**src/rtl/prog_mem_server.sv**
```systemverilog
// ---------------------------------------------------------------------------
// prog_mem_server
//
// Program-memory responder for the 8-bit CPU control unit. Holds a
// DEPTH x DATA_W program image that an external loader fills byte by byte
// over a valid/ready port. The control unit's fetch logic reads it over a
// req/ready handshake, and each response appears one cycle after the
// request is accepted.
//
// Optional feature (compile-time macro PM_CHECKSUM_EN):
//   defined   - checksum is the running XOR of every byte written during the
//               current load. It is cleared at load_start and holds from
//               load_done until the next load_start.
//   undefined - checksum is tied to zero and no XOR logic is built.
//
// Ports:
//   clk_ctrl     in   clock, rising edge
//   rst_ctrl     in   asynchronous active-high reset (also clears memory)
//   load_start   in   pulse: begin a (re)load at address 0
//   load_valid   in   load byte present
//   load_data    in   load byte
//   load_end     in   pulse: terminate the load early
//   load_ready   out  a load byte is accepted this cycle
//   load_done    out  one-cycle pulse when a load completes
//   load_count   out  bytes written by the current/last load (0..DEPTH)
//   fetch_req    in   fetch request
//   fetch_addr   in   fetch address (PC)
//   fetch_ready  out  fetch request accepted this cycle
//   instr_valid  out  instr_data valid (one-cycle pulse)
//   instr_data   out  fetched word; holds its value between responses
//   fetch_err    out  sticky: a fetch_req arrived while fetch_ready was 0
//   checksum     out  load checksum (see optional feature)
// ---------------------------------------------------------------------------
module prog_mem_server #(
    parameter int ADDR_W = 4,
    parameter int DATA_W = 8,
    parameter int DEPTH  = 16
) (
    input  logic              clk_ctrl,
    input  logic              rst_ctrl,
    input  logic              load_start,
    input  logic              load_valid,
    input  logic [DATA_W-1:0] load_data,
    input  logic              load_end,
    output logic              load_ready,
    output logic              load_done,
    output logic [ADDR_W:0]   load_count,
    input  logic              fetch_req,
    input  logic [ADDR_W-1:0] fetch_addr,
    output logic              fetch_ready,
    output logic              instr_valid,
    output logic [DATA_W-1:0] instr_data,
    output logic              fetch_err,
    output logic [DATA_W-1:0] checksum
);

    typedef enum logic [1:0] {
        S_EMPTY = 2'd0,
        S_LOAD  = 2'd1,
        S_READY = 2'd2,
        S_RESP  = 2'd3
    } state_t;

    // Count value of the byte that fills the last word of the image.
    localparam logic [ADDR_W:0] LAST_CNT = (ADDR_W + 1)'(DEPTH - 1);

    state_t              state_q,      state_d;
    logic [ADDR_W-1:0]   wptr_q,       wptr_d;
    logic [ADDR_W:0]     load_count_q, load_count_d;
    logic                load_done_q,  load_done_d;
    logic [DATA_W-1:0]   instr_data_q, instr_data_d;
    logic                fetch_err_q,  fetch_err_d;
    logic [DATA_W-1:0]   mem_q [DEPTH];
    logic [DATA_W-1:0]   mem_d [DEPTH];

    // restart: (re)enter LOAD from address 0; byte_we: accept one load byte.
    logic restart;
    logic byte_we;

    always_comb begin
        state_d      = state_q;
        wptr_d       = wptr_q;
        load_count_d = load_count_q;
        load_done_d  = 1'b0;
        instr_data_d = instr_data_q;
        fetch_err_d  = fetch_err_q;
        mem_d        = mem_q;
        load_ready   = 1'b0;
        fetch_ready  = 1'b0;
        instr_valid  = 1'b0;
        restart      = 1'b0;
        byte_we      = 1'b0;

        case (state_q)
            S_EMPTY: begin
                if (fetch_req) begin
                    fetch_err_d = 1'b1;
                end
                if (load_start) begin
                    restart = 1'b1;
                end
            end

            S_LOAD: begin
                load_ready = 1'b1;
                if (fetch_req) begin
                    fetch_err_d = 1'b1;
                end
                if (load_start) begin
                    restart = 1'b1;
                end else begin
                    byte_we = load_valid;
                    // A byte coincident with load_end is written before the exit.
                    if (load_end || (load_valid && (load_count_q == LAST_CNT))) begin
                        load_done_d = 1'b1;
                        state_d     = S_READY;
                    end
                end
            end

            S_READY: begin
                fetch_ready = 1'b1;
                if (load_start) begin
                    // Load has priority; a simultaneous fetch is dropped and flagged.
                    restart = 1'b1;
                    if (fetch_req) begin
                        fetch_err_d = 1'b1;
                    end
                end else if (fetch_req) begin
                    // Memory cannot change before the response, so capturing
                    // the word now is equivalent to latching the address.
                    instr_data_d = mem_q[fetch_addr];
                    state_d      = S_RESP;
                end
            end

            S_RESP: begin
                instr_valid = 1'b1;
                if (fetch_req) begin
                    fetch_err_d = 1'b1;
                end
                if (load_start) begin
                    restart = 1'b1;
                end else begin
                    state_d = S_READY;
                end
            end

            default: begin
                state_d = S_EMPTY;
            end
        endcase

        if (byte_we) begin
            mem_d[wptr_q] = load_data;
            wptr_d        = wptr_q + 1'b1;
            load_count_d  = load_count_q + 1'b1;
        end

        if (restart) begin
            state_d      = S_LOAD;
            wptr_d       = '0;
            load_count_d = '0;
        end
    end

    always_ff @(posedge clk_ctrl or posedge rst_ctrl) begin
        if (rst_ctrl) begin
            state_q      <= S_EMPTY;
            wptr_q       <= '0;
            load_count_q <= '0;
            load_done_q  <= 1'b0;
            instr_data_q <= '0;
            fetch_err_q  <= 1'b0;
            for (int i = 0; i < DEPTH; i++) begin
                mem_q[i] <= '0;
            end
        end else begin
            state_q      <= state_d;
            wptr_q       <= wptr_d;
            load_count_q <= load_count_d;
            load_done_q  <= load_done_d;
            instr_data_q <= instr_data_d;
            fetch_err_q  <= fetch_err_d;
            mem_q        <= mem_d;
        end
    end

`ifdef PM_CHECKSUM_EN
    logic [DATA_W-1:0] checksum_q, checksum_d;

    always_comb begin
        checksum_d = checksum_q;
        if (restart) begin
            checksum_d = '0;
        end else if (byte_we) begin
            checksum_d = checksum_q ^ load_data;
        end
    end

    always_ff @(posedge clk_ctrl or posedge rst_ctrl) begin
        if (rst_ctrl) begin
            checksum_q <= '0;
        end else begin
            checksum_q <= checksum_d;
        end
    end

    assign checksum = checksum_q;
`else
    assign checksum = '0;
`endif

    assign load_done  = load_done_q;
    assign load_count = load_count_q;
    assign instr_data = instr_data_q;
    assign fetch_err  = fetch_err_q;

endmodule

```
**config.mk**
```make
export PLATFORM = sky130hd
export DESIGN_NAME = prog_mem_server
export DESIGN_NICKNAME = d
export VERILOG_FILES = /design/src/rtl/prog_mem_server.sv
export SDC_FILE = /design/constraint.sdc
export NUM_CORES = 1
export LEC_CHECK = 0
export BUFFER_PORTS_ARGS = -buffer_cell sky130_fd_sc_hd__buf_2
export CORE_UTILIZATION = 40
export DETAILED_ROUTE_END_ITERATION = 16
export GPL_ROUTABILITY_DRIVEN = 1
export PLACE_DENSITY = 0.68
export SETUP_SLACK_MARGIN = 0.3
export SYNTH_ARGS = -nofsm -noshare
export SYNTH_HDL_FRONTEND = slang
export SYNTH_SLANG_ARGS = --single-unit
```
**constraint.sdc**
```tcl
create_clock -name clk_ctrl -period 4.2 [get_ports clk_ctrl]
set_input_delay 0.42 -clock clk_ctrl [delete_from_list [all_inputs] [get_ports clk_ctrl]]
set_output_delay 0.42 -clock clk_ctrl [all_outputs]
set_load 0.02 [all_outputs]
```
==> results of run 1 <==
power by group through the flow:
stage	clock [mW]	combinational [mW]	sequential [mW]
floorplan	0	0.410	1.71
CTS	1.42	0.568	1.69
detailed placement	0	0.564	1.71
global placement	0	0.540	1.70
global route	1.48	0.617	1.71
finish	1.40	0.561	1.69
layout make-up:
type / count / area (sq um) / share of cell area [%]
Sequential cell: 149 / 3729 / 48.23
Inverter: 9 / 37.54 / 0.4855
Tap cell: 220 / 275.3 / 3.560
Multi-Input combinational cell: 274 / 2948 / 38.13
Clock inverter: 4 / 47.55 / 0.6150
Timing Repair Buffer: 37 / 202.7 / 2.622
Clock buffer: 26 / 489.2 / 6.328
Antenna cell: 1 / 2.502 / 0.03237
registers in the layout, indices dropped and copies added (netlist names):
register / cells
load_done: 1
wptr_q: 4
instr_data: 8
mem_q: 128
state_q: 2
fetch_err: 1
load_count: 5
cell usage in the layout (no fill, tap or decap), drive strengths merged, types with 2 or more instances in the layout:
cell type	instances
xor2	4
clkbuf	26
xnor2	2
nor4b	2
buf	37
mux4	31
nand4	2
o221ai	7
nand2b	2
nor2	12
mux2	128
nand2	28
a21oi	3
mux2i	16
ha	9
inv	8
clkinv	2
conb	8
dfrtp	149
clkinvlp	2
and2	5
o211ai	2
per-stage QoR:
stage	setup slack [ns]	power, mW	hold slack [ns]	instance area, sq um
after floorplan	1.905	2.121	0.4594	6902
after CTS	1.725	3.679	0.2266	7729
final	1.724	3.647	0.2423	7731
after global placement	1.744	2.243	0.4436	7192
after detailed placement	1.707	2.276	0.4452	7192
after global routing	1.515	3.805	0.2462	7729
layer usage:
layer	GRT usage (%)	wire length, um
met5	0	0
met3	5.172	533
met2	28.18	6949
met4	5.428	218
met1	22.93	6406
worst min path at each step:
stage	to	cells past startpoint	slack, ns
6_report	mem_q[89]	3	0.24
5_1_grt	fetch_err	2	0.25
4_1_cts	fetch_err	2	0.23
3_5_place_dp	fetch_err	1	0.45
3_3_place_gp	fetch_err	1	0.44
2_1_floorplan	mem_q[55]	1	0.46
kinds of logic after synthesis:
kind of cell | count (synthesis) | share of synthesized area, %
other | 1 | 0.05457
and+or+nand+nor | 59 | 4.680
AOI/OAI and AO/OA | 17 | 1.912
xor gates and xnor gates | 6 | 0.7647
DFF | 149 | 54.26
buffers and inverters | 43 | 3.223
muxes | 175 | 33.47
adders and majority gates | 9 | 1.639
critical path: cells and delay by family, from the launching register on:
family	cells	cell delay [ns]
adders and majority gates	1	0.23
buffers and inverters	1	0.08
DFF	1	0.42
muxes	1	0.40
and+or+nand+nor	3	1.23
==> summary.md, run 1 <==
| Metric | Value |
|---|---|
| CTS tree | built |
| RSZ-0062 raised after global routing | no |
| Part of the power in registers | 46.3% |
| Unique masters post-synth | 37 |
| WS Path Type | reg2reg |
| Util after Layout | 46.29% |
| Clock root buffer | clkbuf_16 |
| CP Launch Type | register |
| Worst Setup SP | state_q[1] |
| Clk sinks | 149 |
| CP max-delay cell | and2_1 |
| Final TNS setup | 0 ns |
| Final-stage net count | 515 |
| Max-cap violation count | 0 |
| Share of the synthesized area in the top cell type | 54.26% |
| Synth area leader | dfrtp_1 |
| Vias in the first global route | 4231 |
| Non-filler cells, final | 720 |
| Switching pwr | 0.9411 mW |
| Leakage | 3.757 nW |
| RePlAce Congestion | 0.7236 |
| Initial antenna violation count | 1 |
| Detailed Route Iter0 Violations | 184 |
| Number of vias per cell | 5.422 |
| Crit share post-route | 58.96% |
| Die Wd | 133.1 um |
| # DRC | 0 |
| Core area | 0.01670 sq mm |
| Reg clk slew, reported paths | 0.06 ns |
| CP Capture Type | register |
| Share of layout cells above drive strength 1 | 45.69% |
| # rows | 47 |
| Clk_lat worst skew | 0.42 ns |
| Sequential-to-total area share from yosys stat | 54.26% |
| Fmax | 0.4039 GHz |
| Final HPWL DP | 9153 um |
| # IOs | 44 |
| Peak supply drop | 0.0003018 V |
| Post-synth EDFFs | 0 |
| Worst Path Required | 4.50 ns |
| Cells after DPL | 689 |
| Worst Path Arrival | 2.78 ns |
| Crit path time final | 2.476 ns |
| Final hold vios | 0 |
| Net Sw Frac | 25.80% |
| Worst r2r dst | mem_q[90] |
| Die area | 0.01771 sq mm |
| Pwr Density | 471.8 mW/mm^2 |
| Cts repair resizes | 0 |
| Per-cell routed wire length | 19.59 um |
| Yosys warnings | 0 |
| Post-DRT Antenna Nets | 0 |
| R2R Setup Slk | 1.72 ns |
| Worst-margin pin slew | 0.9572 ns |
| Synth Cell Area | 0.006872 sq mm |
| Largest net degree at the start of global routing | 150 |
| Starting Density | 41.14% |
| Synth area leaders | dfrtp_1, mux2_2, mux4_2 |
| Seq cells post-synth | 149 |
| Dominant cell by count in the synthesized netlist | dfrtp_1 |
| Router iterations before antenna repair | 4 |
| Clock power share | 38.3% |
| Clock Skew | 0.007722 ns |
| Global route overflow | 0 |
| Top FF cell, synth | dfrtp_1 |
| Cell count after synthesis | 459 |
| Fill cells | 1479 |
| TritonCTS buffer count | 17 |
| Final Max Tran Viols | 0 |
| Number of post-CTS setup repair buffers | 0 |
| Max clock buf depth | 2 |
| DRT Wirelength | 14110 um |
| Port bufs | 35 |
| R2r worst-path depth | 6 |
| Worst Hold Class | in2async |
| Launching point of the worst reg2reg path | state_q[1] |
| Worst setup path endpoint | mem_q[90] |
| Via count | 3904 |
| Comb pwr share | 15.4% |
| Internal power | 2.706 mW |
| Rel. slew slack | 36.19% |
| Crit path largest cell delay | 0.56 ns |
| All-Layer GR Usage | 17.56% |
| Crit path max fanout | 8 |
| Status | complete, no violations |
| Most frequent cells after synthesis | dfrtp_1, mux2_2, mux4_2 |
| Synthesized area per cell | 14.97 sq um |
| DIE HEIGHT | 133.1 um |
| Cell Chain, Critical Path | inv_1 -> ha_1 -> nand2_1 -> nor4b_1 -> and2_1 -> mux2_2 |
| H-tree depth | 4 |
| Hold-fix buffers, CTS | 0 |
| Endpoints failing setup | 0 |
| Post-synthesis async set-or-reset flop share | 100.0% |
| First-pass GRT wire length | 23140 um |
| Area grow syn2layout | 12.51% |
Note: power is estimated with default switching activity, not from simulation.
==> run 2: changes to the inputs <==
- clock period: 4.2 -> 2.15 ns (I/O delays scaled with it)
==> run 2 against run 1 <==
Critical path depth decreased by 1. Critical endpoint is now mem_q[17]. Sequential cell count unchanged. Global-route usage increased by 1.3 points. Clock power increased by 130%. Core utilization increased by 2.2 points. Combinational power increased by 130%. Die area unchanged. Final area increased by 4.7%. Clock skew decreased by 0.0019 ns. Non-clock buffer count increased by 15. Register-to-register slack got worse by 1.5 ns.
==> summary.md, run 2 (synthesis gave the netlist of run 1 again) <==
| Metric | Value |
|---|---|
| Top reg by flops | mem_q (unchanged) |
| # IOs | 44 (unchanged) |
| Worst Hold Margin | 0.03646 ns (was 0.2423 ns) |
| Leakage | 3.955 nW (was 3.757 nW) |
| Endpoints failing setup | 0 (unchanged) |
| Ant diodes | 0 (was 1) |
| # rows | 47 (unchanged) |
| Crit path time final | 1.877 ns (was 2.476 ns) |
| Router iterations before antenna repair | 4 (unchanged) |
| Via count | 4004 (was 3904) |
| Max clock buf depth | 2 (unchanged) |
| All-Layer GR Usage | 18.86% (was 17.56%) |
| Detailed Route Iter0 Violations | 243 (was 184) |
| Rel. slew slack | 47.43% (was 36.19%) |
| H-tree depth | 4 (unchanged) |
| TritonCTS buffer count | 17 (unchanged) |
| Port bufs | 35 (unchanged) |
| Die area | 0.01771 sq mm (unchanged) |
| Commonest non-fill, non-tap cell in the layout | dfrtp_1 (unchanged) |
| RePlAce Congestion | 0.7763 (was 0.7236) |
| Crit share post-route | 87.31% (was 58.96%) |
| # DRC | 0 (unchanged) |
| Worst Path Required | 2.45 ns (was 4.50 ns) |
| Fmax | 0.5327 GHz (was 0.4039 GHz) |
| Area grow syn2layout | 17.75% (was 12.51%) |
| Crit path max fanout | 8 (unchanged) |
| Max reg flops | 128 (unchanged) |
| Core area | 0.01670 sq mm (unchanged) |
| Status | complete, no violations (unchanged) |
| Final HPWL DP | 9876 um (was 9153 um) |
| Per-cell routed wire length | 20.58 um (was 19.59 um) |
| Net Sw Frac | 25.57% (was 25.80%) |
| Worst Hold Class | in2async (unchanged) |
| Number of vias per cell | 5.440 (was 5.422) |
| Pwr Density | 962.5 mW/mm^2 (was 471.8 mW/mm^2) |
| DIE HEIGHT | 133.1 um (unchanged) |
| Util after Layout | 48.45% (was 46.29%) |
| Part of the power in registers | 42.3% (was 46.3%) |
| Clock Skew | 0.005841 ns (was 0.007722 ns) |
| Clk_lat worst skew | 0.42 ns (about the same) |
| First-pass GRT wire length | 24720 um (was 23140 um) |
| Worst Path Arrival | 2.17 ns (was 2.78 ns) |
| Post-DRT Antenna Nets | 0 (unchanged) |
| Final-stage net count | 530 (was 515) |
| Global route overflow | 0 (unchanged) |
| Worst-margin pin slew | 0.7885 ns (was 0.9572 ns) |
| Largest net degree at the start of global routing | 150 (unchanged) |
| Clock root buffer | clkbuf_16 (unchanged) |
| Placed Area | 0.007318 sq mm (was 0.007192 sq mm) |
| Final Max Tran Viols | 0 (unchanged) |
| RSZ-0062 raised after global routing | yes (was no) |
| CP Launch Type | register (unchanged) |
| Max-cap violation count | 0 (unchanged) |
| WS Path Type | reg2reg (unchanged) |
| Peak supply drop | 0.0005274 V (was 0.0003018 V) |
| Final Cell Area | 0.008092 sq mm (was 0.007731 sq mm) |
| DRT Wirelength | 15150 um (was 14110 um) |
| CTS tree | built (unchanged) |
| Initial antenna violation count | 0 (was 1) |
| Clk sinks | 149 (unchanged) |
| Most frequent cells in the layout | dfrtp_1, mux2_2, buf_2 (unchanged) |
| Reg clk slew, reported paths | 0.06 ns (about the same) |
| Starting Density | 41.14% (unchanged) |
| Share of layout cells above drive strength 1 | 50.58% (was 45.69%) |
| Switching pwr | 1.992 mW (was 0.9411 mW) |
| Comb pwr share | 16.5% (was 15.4%) |
| CP Capture Type | register (unchanged) |
| Die Wd | 133.1 um (unchanged) |
| Clock power share | 41.2% (was 38.3%) |
| Final hold vios | 0 (unchanged) |
| Internal power | 5.796 mW (was 2.706 mW) |
| Hold-fix buffers, CTS | 0 (unchanged) |
| Final TNS setup | 0 ns (unchanged) |
| Vias in the first global route | 4331 (was 4231) |
-- run 2: changes by cell type in the layout (fill, tap and decap cells not counted), sizes merged --
cell,delta
inv,+2
bufinv,+3
diode,-1
buf,+15
clkbuf,-4
clkinv,+1
-- run 2: what timing repair did --
action                                  CTS  global route
resized for setup                        10            10
pin swaps                                 2             5
endpoints found under the setup margin  114            90
setup buffers                             2             4
-- run 2: cell type report --
cell class	count	area [sq um]
Clock inverter	10	167.7
Multi-Input combinational cell	274	3042
Fill cell	1417	8610
Inverter	9	37.54
Timing Repair Buffer	52	356.6
Clock buffer	22	484.2
Sequential cell	149	3729
Tap cell	220	275.3
-- run 2: per-stage QoR --
| stage | total power [mW] | setup slack [ns] | cells |
|---|---|---|---|
| global route | 8.129 | 0.2501 | 736 |
| detailed placement | 4.514 | 0.07744 | 698 |
| global placement | 4.459 | 0.1542 | 698 |
| finish | 7.788 | 0.2729 | 736 |
| floorplan | 4.170 | 0.06002 | 466 |
| CTS | 7.781 | 0.2625 | 732 |
-- run 2: routing by layer --
metal | global-route usage [%] | up-vias | part of all wire (%)
met4 | 6.960 | 0 | 1.5
met3 | 4.598 | 15 | 4.3
met1 | 24.90 | 2138 | 46
met5 | 0 | - | 0
met2 | 30.16 | 96 | 48
li1 | - | 1755 | -
-- run 2: final timing paths --
check / start / endpoint / slack [ns] / cells past startpoint
min in group clk_ctrl: fetch_req / fetch_err / 0.04 / 2
worst max register to register: state_q[0] / mem_q[17] / 0.27 / 5
max in group asynchronous: rst_ctrl / mem_q[119] / 1.55 / 3
worst max-delay path: state_q[0] / mem_q[17] / 0.27 / 5
worst min register to register: fetch_err / fetch_err / 0.47 / 1
worst min-delay path: rst_ctrl / mem_q[112] / 0.04 / 3
-- run 2: power by group through the flow --
stage	sequential [mW]	combinational [mW]	clock (mW)
2_1_floorplan	3.35	0.824	0
3_3_place_gp	3.32	1.14	0
3_5_place_dp	3.34	1.17	0
4_1_cts	3.29	1.21	3.28
5_1_grt	3.33	1.41	3.39
6_report	3.29	1.28	3.21
-- run 2: worst max-delay path: stages (launching register included) --
cell	delay (ns)
dfrtp_1	0.44
ha_4	0.21
and2_1	0.17
and4b_1	0.26
nand2_2	0.30
mux2_2	0.38
==> run 3: changes to the inputs <==
- PLACE_DENSITY: 0.68 -> 0.65
- clock period: 2.15 -> 2.4 ns (I/O delays scaled with it)
==> run 3 against run 2 <==
Via count shrank 0.85%. Final area shrank 1.1%. Sequential power fell by 11%. Total power fell by 14%. First-iteration DRC count shrank 23%.
==> summary.md, run 3 (synthesis gave the netlist of run 1 again) <==
| Metric | Value |
|---|---|
| Status | complete, no violations (unchanged) |
| Number of vias per cell | 5.401 (was 5.440) |
| Most frequent cells in the layout | dfrtp_1, mux2_2, buf_2 (unchanged) |
| Routed met3 length | 623 um (was 654 um) |
| Final Max Tran Viols | 0 (unchanged) |
| RSZ-0062 raised after global routing | no (was yes) |
| R2R Setup Slk | 0.41 ns (was 0.27 ns) |
| Worst r2r dst | mem_q[55] (was mem_q[17]) |
| Comb pwr share | 15.6% (was 16.5%) |
| Leakage | 3.895 nW (was 3.955 nW) |
| Max clock buf depth | 2 (unchanged) |
| CP Launch Type | register (unchanged) |
| Core area | 0.01670 sq mm (unchanged) |
| Util after Layout | 47.93% (was 48.45%) |
| Global route overflow | 0 (unchanged) |
| CP Capture Type | register (unchanged) |
| WS Path Type | reg2reg (unchanged) |
| Max-cap violation count | 0 (unchanged) |
| Commonest non-fill, non-tap cell in the layout | dfrtp_1 (unchanged) |
| Worst Path Arrival | 2.29 ns (was 2.17 ns) |
| DIE HEIGHT | 133.1 um (unchanged) |
| Worst Path Required | 2.70 ns (was 2.45 ns) |
| Clock root buffer | clkbuf_16 (unchanged) |
| M1 WL | 6409 um (was 6942 um) |
| Share of layout cells above drive strength 1 | 49.22% (was 50.58%) |
| Top reg by flops | mem_q (unchanged) |
| Reg clk slew, reported paths | 0.06 ns (about the same) |
| Final-stage net count | 528 (was 530) |
| Via count | 3970 (was 4004) |
| Final HPWL DP | 9984 um (was 9876 um) |
| Die Wd | 133.1 um (unchanged) |
| Pwr Density | 836.5 mW/mm^2 (was 962.5 mW/mm^2) |
| WHS Path Cells | 2 |
| # IOs | 44 (unchanged) |
| Fmax | 0.5037 GHz (was 0.5327 GHz) |
| RePlAce Congestion | 0.7662 (was 0.7763) |
| Port bufs | 35 (unchanged) |
| Worst Setup SP | state_q[1] (was state_q[0]) |
| Crit path time final | 1.985 ns (was 1.877 ns) |
| Initial antenna violation count | 0 (unchanged) |
| Peak supply drop | 0.0005638 V (was 0.0005274 V) |
| Part of the power in registers | 44.0% (was 42.3%) |
| Net Sw Frac | 25.34% (was 25.57%) |
| Worst Hold Class | in2reg (was in2async) |
| Launching point of the worst reg2reg path | state_q[1] (was state_q[0]) |
| DRT Wirelength | 14700 um (was 15150 um) |
| Detailed Route Iter0 Violations | 187 (was 243) |
| Vias in the first global route | 4368 (was 4331) |
| Clock power share | 40.5% (was 41.2%) |
| Clk sinks | 149 (unchanged) |
| Endpoints failing setup | 0 (unchanged) |
| Worst setup path endpoint | mem_q[55] (was mem_q[17]) |
| Crit path max fanout | 8 (unchanged) |
| Worst Hold Margin | 0.06674 ns (was 0.03646 ns) |
| # DRC | 0 (unchanged) |
| Area grow syn2layout | 16.50% (was 17.75%) |
| Final TNS setup | 0 ns (unchanged) |
| H-tree depth | 4 (unchanged) |
| Design Power | 6.696 mW (was 7.788 mW) |
| Rel. slew slack | 52.74% (was 47.43%) |
| DR WL met2 | 7477 um (was 7329 um) |
| Clock Skew | 0.009876 ns (was 0.005841 ns) |
| Max reg flops | 128 (unchanged) |
| Worst-margin pin slew | 0.7080 ns (was 0.7885 ns) |
| First-pass GRT wire length | 24270 um (was 24720 um) |
| TritonCTS buffer count | 17 (unchanged) |
| Crit share post-route | 82.72% (was 87.31%) |
| Highest routed layer | met4 (unchanged) |
| Switching pwr | 1.697 mW (was 1.992 mW) |
| Router iterations before antenna repair | 4 (unchanged) |
| Clk_lat worst skew | 0.42 ns (about the same) |
| R2r worst-path depth | 7 (was 5) |
| Starting Density | 41.14% (unchanged) |
| All-Layer GR Usage | 18.35% (was 18.86%) |
| Per-cell routed wire length | 20.00 um (was 20.58 um) |
| # rows | 47 (unchanged) |
| Final hold vios | 0 (unchanged) |
| CTS tree | built (unchanged) |
| Post-DRT Antenna Nets | 0 (unchanged) |
| Largest net degree at the start of global routing | 43 (was 150) |
| Post-Place Worst Slack | 0.1312 ns (was 0.07744 ns) |
| Die area | 0.01771 sq mm (unchanged) |
| Post-layout worst setup margin | 0.4148 ns (was 0.2729 ns) |
| Internal power | 5.000 mW (was 5.796 mW) |
==> run 3: worst min path at each step <==
stage | start | endpoint | slack [ns]
final | fetch_req | fetch_err | 0.07
after global routing | fetch_req | fetch_err | 0.06
after CTS | fetch_req | fetch_err | 0.05
after detailed placement | rst_ctrl | mem_q[104] | 0.31
after global placement | rst_ctrl | mem_q[104] | 0.31
after floorplan | fetch_req | fetch_err | 0.36
==> run 3: critical path, cell delays in order, from the launching register on <==
cell	delay (ns)
dfrtp_1	0.41
inv_1	0.07
ha_2	0.22
nand2_2	0.16
nor4b_4	0.27
buf_4	0.19
nand2_2	0.18
mux2_1	0.37
==> run 3: timing repair <==
action | CTS | global route
pin swaps | 0 | 0
resized for setup | 2 | 8
endpoints found under the setup margin | 84 | 96
setup buffers | 1 | 0
endpoints found under the hold margin | 15 | 0
hold buffers | 1 | 0
==> run 3: cell type report <==
type                    count  area, sq um
clock buffers              26        529.3
flip-flops and latches    149         3729
repair buffers             50        352.8
well taps                 220        275.3
multi-input cells         274         2992
inverters                   9        37.54
clock inverters             6        87.58
fillers                  1479         8696
diodes                      1        2.502
==> run 3: power by group through the flow <==
stage,logic (mW),clock network (mW),registers (mW)
global route,1.15,2.86,2.98
CTS,1.04,2.76,2.94
global placement,0.994,0,2.97
floorplan,0.718,0,2.99
finish,1.04,2.71,2.94
detailed placement,1.03,0,2.99
==> run 3: metrics by stage <==
stage / instance area [sq um] / cells
floorplan: 6902 / 466
global placement: 7325 / 700
detailed placement: 7325 / 700
CTS: 7968 / 734
global route: 8003 / 734
finish: 8005 / 735
==> run 3: layer usage <==
layer	up-vias	GRT usage, %
met2	88	30.37
met3	17	4.521
met1	2127	23.63
li1	1738	-
met5	-	0
met4	0	6.003
